## src/rtl/regfile_pkg.sv

```systemverilog
// rtl/regfile_pkg.sv - shared types and sizes for the register-file writeback arbiter
// Ports: none (package).
package regfile_pkg;

    localparam int REG_ADDR_W = 5;
    localparam int NUM_REGS   = 32;
    localparam int PEND_MAX   = 3;
    // Widest writeback data the request struct can carry.
    localparam int WB_DATA_W  = 64;

    typedef logic [1:0] pend_t;

    typedef struct packed {
        logic                  valid;
        logic [REG_ADDR_W-1:0] addr;
        logic [WB_DATA_W-1:0]  data;
    } wb_req_t;

endpackage

```

## src/rtl/wb_prio_arbiter.sv

```systemverilog
// rtl/wb_prio_arbiter.sv - two-way MEM-priority arbiter with ALU starvation guard
// Ports:
//   clk, reset          clock, synchronous active-high reset
//   i_alu_valid         ALU writeback request
//   i_mem_valid         load writeback request
//   o_alu_grant         ALU wins this cycle
//   o_mem_grant         load wins this cycle
module wb_prio_arbiter #(
    parameter int STARVE_LIMIT = 4
) (
    input  logic clk,
    input  logic reset,
    input  logic i_alu_valid,
    input  logic i_mem_valid,
    output logic o_alu_grant,
    output logic o_mem_grant
);

    logic [3:0] r_starve_cnt;
    logic       w_alu_turn;

    // After STARVE_LIMIT straight losses the ALU is owed one win.
    assign w_alu_turn = (r_starve_cnt == 4'(STARVE_LIMIT));

    always_comb begin
        o_alu_grant = i_alu_valid && (!i_mem_valid || w_alu_turn);
        o_mem_grant = i_mem_valid && !o_alu_grant;
    end

    always_ff @(posedge clk) begin
        if (reset) begin
            r_starve_cnt <= 4'd0;
        end else if (i_alu_valid && !o_alu_grant) begin
            r_starve_cnt <= r_starve_cnt + 4'd1;
        end else begin
            r_starve_cnt <= 4'd0;
        end
    end

endmodule

```

## src/rtl/regfile_wb_arbiter.sv

```systemverilog
// rtl/regfile_wb_arbiter.sv - register-file write-port arbiter with pending-write scoreboard
// Ports:
//   clk, reset                          clock, synchronous active-high reset
//   alu_wb_valid/ready/addr/data        ALU writeback request channel
//   mem_wb_valid/ready/addr/data        load writeback request channel
//   issue_valid/ready/addr              decode destination issue (scoreboard increment)
//   rs1_addr, rs2_addr, stall           decode source check against pending writes
//   write_en, addressC, writeBack       registered register-file write port
//   fwd1/2_hit, fwd1/2_data             write-port bypass (only with WB_FORWARD_EN)
// Config: define WB_FORWARD_EN to add the forwarding outputs and relax stall on a forwarded source.
module regfile_wb_arbiter
    import regfile_pkg::*;
#(
    parameter int BUS_DATA_WIDTH = 64,
    parameter int STARVE_LIMIT   = 4
) (
    input  logic                      clk,
    input  logic                      reset,
    input  logic                      alu_wb_valid,
    output logic                      alu_wb_ready,
    input  logic [REG_ADDR_W-1:0]     alu_wb_addr,
    input  logic [BUS_DATA_WIDTH-1:0] alu_wb_data,
    input  logic                      mem_wb_valid,
    output logic                      mem_wb_ready,
    input  logic [REG_ADDR_W-1:0]     mem_wb_addr,
    input  logic [BUS_DATA_WIDTH-1:0] mem_wb_data,
    input  logic                      issue_valid,
    output logic                      issue_ready,
    input  logic [REG_ADDR_W-1:0]     issue_addr,
    input  logic [REG_ADDR_W-1:0]     rs1_addr,
    input  logic [REG_ADDR_W-1:0]     rs2_addr,
    output logic                      stall,
    output logic                      write_en,
    output logic [REG_ADDR_W-1:0]     addressC,
    output logic [BUS_DATA_WIDTH-1:0] writeBack
`ifdef WB_FORWARD_EN
    ,
    output logic                      fwd1_hit,
    output logic                      fwd2_hit,
    output logic [BUS_DATA_WIDTH-1:0] fwd1_data,
    output logic [BUS_DATA_WIDTH-1:0] fwd2_data
`endif
);

    if (BUS_DATA_WIDTH > WB_DATA_W) begin : g_width_guard
        $error("BUS_DATA_WIDTH exceeds the writeback request struct width");
    end

    logic                      w_alu_grant;
    logic                      w_mem_grant;
    wb_req_t                   w_sel;
    logic                      w_issue_fire;
    logic [NUM_REGS-1:0]       w_inc_vec;
    logic [NUM_REGS-1:0]       w_dec_vec;
    logic                      w_fwd1;
    logic                      w_fwd2;

    logic                      r_write_en;
    logic [REG_ADDR_W-1:0]     r_addr_c;
    logic [BUS_DATA_WIDTH-1:0] r_wb_data;
    pend_t                     r_pend [NUM_REGS];

    wb_prio_arbiter #(
        .STARVE_LIMIT (STARVE_LIMIT)
    ) u_arb (
        .clk         (clk),
        .reset       (reset),
        .i_alu_valid (alu_wb_valid),
        .i_mem_valid (mem_wb_valid),
        .o_alu_grant (w_alu_grant),
        .o_mem_grant (w_mem_grant)
    );

    assign alu_wb_ready = w_alu_grant;
    assign mem_wb_ready = w_mem_grant;

    always_comb begin
        w_sel = '0;
        if (w_alu_grant) begin
            w_sel.valid = 1'b1;
            w_sel.addr  = alu_wb_addr;
            w_sel.data  = WB_DATA_W'(alu_wb_data);
        end else if (w_mem_grant) begin
            w_sel.valid = 1'b1;
            w_sel.addr  = mem_wb_addr;
            w_sel.data  = WB_DATA_W'(mem_wb_data);
        end
    end

    // A grant to x0 is consumed but never reaches the register file.
    always_ff @(posedge clk) begin
        if (reset) begin
            r_write_en <= 1'b0;
            r_addr_c   <= '0;
            r_wb_data  <= '0;
        end else begin
            r_write_en <= w_sel.valid && (w_sel.addr != '0);
            if (w_sel.valid && (w_sel.addr != '0)) begin
                r_addr_c  <= w_sel.addr;
                r_wb_data <= BUS_DATA_WIDTH'(w_sel.data);
            end
        end
    end

    assign write_en  = r_write_en;
    assign addressC  = r_addr_c;
    assign writeBack = r_wb_data;

    // x0 holds pend 0 forever, so issues to x0 are always ready.
    assign issue_ready  = (r_pend[issue_addr] != pend_t'(PEND_MAX));
    assign w_issue_fire = issue_valid && issue_ready && (issue_addr != '0);

    always_comb begin
        w_inc_vec = '0;
        w_dec_vec = '0;
        if (w_issue_fire) begin
            w_inc_vec[issue_addr] = 1'b1;
        end
        if (r_write_en) begin
            w_dec_vec[r_addr_c] = 1'b1;
        end
    end

    // Simultaneous increment and decrement of one register cancel out.
    always_ff @(posedge clk) begin
        if (reset) begin
            for (int i = 0; i < NUM_REGS; i++) begin
                r_pend[i] <= '0;
            end
        end else begin
            for (int i = 1; i < NUM_REGS; i++) begin
                if (w_inc_vec[i] && !w_dec_vec[i]) begin
                    r_pend[i] <= r_pend[i] + 2'd1;
                end else if (!w_inc_vec[i] && w_dec_vec[i] && (r_pend[i] != '0)) begin
                    r_pend[i] <= r_pend[i] - 2'd1;
                end
            end
        end
    end

`ifdef WB_FORWARD_EN
    assign w_fwd1    = r_write_en && (r_addr_c == rs1_addr) && (r_addr_c != '0);
    assign w_fwd2    = r_write_en && (r_addr_c == rs2_addr) && (r_addr_c != '0);
    assign fwd1_hit  = w_fwd1;
    assign fwd2_hit  = w_fwd2;
    assign fwd1_data = r_wb_data;
    assign fwd2_data = r_wb_data;
`else
    assign w_fwd1 = 1'b0;
    assign w_fwd2 = 1'b0;
`endif

    // A source whose only pending write is on the write port this cycle can be bypassed.
    function automatic logic src_blocked(input pend_t p, input logic fwd);
        return (p != '0) && !((p == 2'd1) && fwd);
    endfunction

    assign stall = src_blocked(r_pend[rs1_addr], w_fwd1) || src_blocked(r_pend[rs2_addr], w_fwd2);

`ifndef SYNTHESIS
    // Retiring a write to a register with nothing pending is a protocol violation.
    a_no_underflow : assert property (@(posedge clk) disable iff (reset)
        r_write_en |-> (r_pend[r_addr_c] != '0));
`endif

endmodule

```

## config.mk

```make
export PLATFORM = sky130hd
export DESIGN_NAME = regfile_wb_arbiter
export DESIGN_NICKNAME = d
export VERILOG_FILES = /design/src/rtl/regfile_pkg.sv /design/src/rtl/wb_prio_arbiter.sv /design/src/rtl/regfile_wb_arbiter.sv
export SDC_FILE = /design/constraint.sdc
export NUM_CORES = 1
export LEC_CHECK = 0
export CAP_MARGIN = 20
export CORE_MARGIN = 2
export CORE_UTILIZATION = 50
export DETAILED_ROUTE_END_ITERATION = 6
export GPL_ROUTABILITY_DRIVEN = 1
export PLACE_DENSITY = 0.91
export REMOVE_ABC_BUFFERS = 1
export SYNTH_ARGS = -nofsm -noshare
export SYNTH_HDL_FRONTEND = slang
export SYNTH_HIERARCHICAL = 1
export SYNTH_SLANG_ARGS = --single-unit
```

## constraint.sdc

```tcl
create_clock -name clk -period 4 [get_ports clk]
set_clock_uncertainty 0.2 [all_clocks]
set_input_delay 0.8 -clock clk [delete_from_list [all_inputs] [get_ports clk]]
set_output_delay 0.8 -clock clk [all_outputs]
set_load 0.01 [all_outputs]
```

==> qor.yml <==
run_status:
  status: "finished, final reports clean"
layout:
  drive_gt1_share_pct: 11.6
  post-route-util_pct: 71.1
  area_growth_pct: 38.1
  n_fill_cell: 1258
  fin_nets: 1403
  final_cell_area_mm2: 0.0124
die:
  die-area_mm2: 0.0190
  core_mm2: 0.0174
  io_pins: 232
  dieWidth_um: 138
  start_util_pct: 51.5
  core.rowCount: 48
  die_y_um: 138
setup_path:
  critPathLaunchType: "input port"
  critPathMostFrequentCell: "mux4_2"
  slowest_delay_ns: 0.51
  cp.required_ns: 3.00
  crit_chain: "clkdlybuf4s50_1, buf_12, mux4_2, mux4_2, mux2i_1, or2_2, clkdlybuf4s15_1"
  crit_type: "input port to primary output"
  worstPathArrival_ns: 2.90
  end_kind: "primary output"
  slowest_stage: "clkdlybuf4s50_1"
  reg2reg_from: "u_arb/r_starve_cnt[0]"
  crit_path_start: "rs2_addr[3]"
  path_max_fanout: 9
min_path:
  hp-start: "u_arb/r_starve_cnt[0]"
  min_path_type: "flop to flop"
pwr:
  powerDensity_mw_per_mm2: 350
  clkPwrFrac_pct: 38.2
  swShare_pct: 29.6
  power_switching_mw: 1.28
  combPwrFrac_pct: 23.3
  total_leakage_power_nw: 4.49
  p_seq_share_pct: 38.4
  ir_drop_v: 0.000307
  p_int_mw: 3.05
  total_power_mw: 4.33
global_route:
  grt_pass1_vias: 9245
  grt_max_degree: 136
  gr-usage-all-layers_pct: 33.4
  grt_first_pass_wirelength_mm: 48.7
  grt_overflow_total: 0
  antenna_found_initial: 1
logic_synthesis:
  async_flop_share_pct: 0
  synth_edf_count: 62
  synth_area_mm2: 0.00897
  synth.distinct_cells: 71
  syn-instance-count: 1023
  ys_ff_latch: 136
  syn_avg_cell_area_um2: 8.77
  synth_ff_type: "dfxtp_1"
  synth-seq-area-share_pct: 37.3
  yosysWarnings: 6
routing:
  wl_per_cell_um: 21.5
  ant_nets: 0
  drc: 0
  firstDrtPassIters: 6
  num_vias: 9768
  routed_wirelength_mm: 31.8
  drt_first_iter_violations: 975
  vias_per_cell: 6.59
clock_network:
  clk_latency_ns: 0.43
  cts_hold_buffers: 0
  root_buffer: "clkbuf_16"
  cts.sinks: 136
  ctsLongestPathBuffers: 2
  cts_tree: "built"
  cts_inserted_buffers: 17
  h-tree-depth: 4
  cts_setup_buffers: 0
  clk_pin_slew_ns: 0.06
sta:
  period_share_pct: 97.5
  hold_viol: 0
  rsz0062_at_grt: "false"
  slew_viol_final: 0
  timing.hold.ws_ns: 0.281
  tightest_slew_ns: 0.923
  min_period_ns: 3.90
  fmax_mhz: 256
  relSlewSlack_pct: 38.5
  setup_viol: 0
placement:
  port_buffers: 231
  gp_congestion: 0.976
  hpwl_mm: 23.6
  placed_area_mm2: 0.0118
run:
  cap_violations: 0
## cell usage after synthesis, types with 6 or more instances
cell type / number / area share (%)
nor2_1: 155 / 6.5
nor3_1: 75 / 4.2
dfxtp_1: 74 / 17
clkbuf_1: 69 / 2.9
nand2_1: 66 / 2.8
a221oi_1: 63 / 6.2
edfxtp_1: 62 / 21
a21oi_1: 36 / 2.0
mux2i_1: 35 / 3.9
nand3_1: 35 / 2.0
nor3b_1: 30 / 2.5
a211oi_1: 26 / 2.2
o21ai_0: 20 / 1.1
mux4_2: 18 / 4.5
nand3b_1: 18 / 1.5
a31oi_1: 17 / 1.2
inv_1: 17 / 0.71
buf_2: 16 / 0.89
nor4_1: 13 / 0.91
a311o_1: 12 / 1.3
or4_1: 11 / 0.92
a211o_1: 9 / 0.88
o41ai_1: 9 / 0.88
and3_1: 8 / 0.56
nor2b_1: 8 / 0.56
and2_1: 7 / 0.49
nand4_1: 7 / 0.49
o21a_1: 7 / 0.59
or3_1: 7 / 0.49
buf_6: 6 / 0.75
nor4b_1: 6 / 0.59
o211ai_1: 6 / 0.50
## registers in the layout (all words and copies together) (netlist names)
| signal | count |
|---|---|
| addressC | 5 |
| r_pend | 62 |
| u_arb/r_starve_cnt | 4 |
| writeBack | 64 |
| write_en | 1 |
## layout make-up
| type | count | area [um2] | area share [%] |
|---|---|---|---|
| repair buffers | 294 | 2890 | 23.4 |
| multi-input cells | 776 | 5190 | 41.9 |
| inverters | 17 | 63.8 | 0.515 |
| flip-flops and latches | 136 | 3340 | 27.0 |
| clock buffers | 19 | 454 | 3.67 |
| well taps | 225 | 282 | 2.27 |
| diodes | 2 | 5.00 | 0.0404 |
| clock inverters | 13 | 155 | 1.25 |
## layer usage
layer | track usage (%) | vias up | wire length, um | part of all wire [%]
li1 | - | 4408 | - | -
met1 | 39.1 | 4613 | 11300 | 36
met2 | 55.9 | 623 | 15600 | 49
met3 | 8.22 | 124 | 3050 | 9.6
met4 | 19.0 | 0 | 1920 | 6.0
met5 | 0 | - | 0 | 0
## worst max-delay path, delay by kind of cell
family / cells / cell delay, ns
mux: 3 / 1.10
buf+inv: 3 / 0.88
simple gates: 1 / 0.12
## cells by family (layout without fill, tap and decap cells)
kind of cell | count (synthesis) | count (layout) | share of synthesized area [%]
compound gates | 251 | 251 | 21.6
fa+ha+maj | 3 | 3 | 0.419
other cells | 0 | 2 | 0
buf+inv | 111 | 343 | 5.45
mux | 56 | 56 | 8.80
simple gates | 461 | 461 | 26.0
flops | 136 | 136 | 37.3
xor+xnor | 5 | 5 | 0.488
## through the flow
step | setup WS (ns) | std cells | setup TNS [ns]
after floorplan | -6.34 | 929 | -440.24
after global placement | -0.207 | 1448 | -0.289
after detailed placement | -0.199 | 1448 | -0.972
after CTS | 0.0615 | 1480 | 0
after global routing | 0.0256 | 1481 | 0
final | 0.101 | 1482 | 0
## cells in the final DEF (no fill, tap or decap), drive strengths merged, types with 8 or more instances in the layout
cell type      netlist  layout
clkdlybuf4s50        0     224
nor2               155     155
nor3                75      75
dfxtp               74      74
nand2               66      66
buf                 25      65
a221oi              63      63
edfxtp              62      62
a21oi               36      36
mux2i               35      35
nand3               35      35
nor3b               31      31
a211oi              30      30
inv                 17      26
o21ai               21      21
nand3b              19      19
clkbuf              69      19
mux4                18      18
a31oi               17      17
nor4                13      13
a311o               12      12
or4                 11      11
a211o                9       9
o41ai                9       9
and3                 8       8
nor2b                8       8
## worst paths after layout
kind / to / depth (start not counted) / slack [ns]
worst max register to register: writeBack[37] / 11 / 0.86
worst max-delay path: stall / 7 / 0.10
worst min-delay path: u_arb/r_starve_cnt[0] / 1 / 0.28
worst min register to register: u_arb/r_starve_cnt[0] / 1 / 0.28
## power groups by stage
stage | combinational, mW | clock (mW) | sequential (mW)
3_5_place_dp | 0.991 | 0 | 1.69
2_1_floorplan | 0.413 | 0 | 1.70
6_report | 1.01 | 1.66 | 1.67
3_3_place_gp | 0.969 | 0 | 1.68
5_1_grt | 1.08 | 1.71 | 1.68
4_1_cts | 0.999 | 1.66 | 1.66
## timing repair
item | 4_1_cts | 5_1_grt
gates resized for setup | 10 | 2
setup endpoints to repair | 2 | 1
pin swaps | 1 | 0
(Power assumes the default switching activity.)
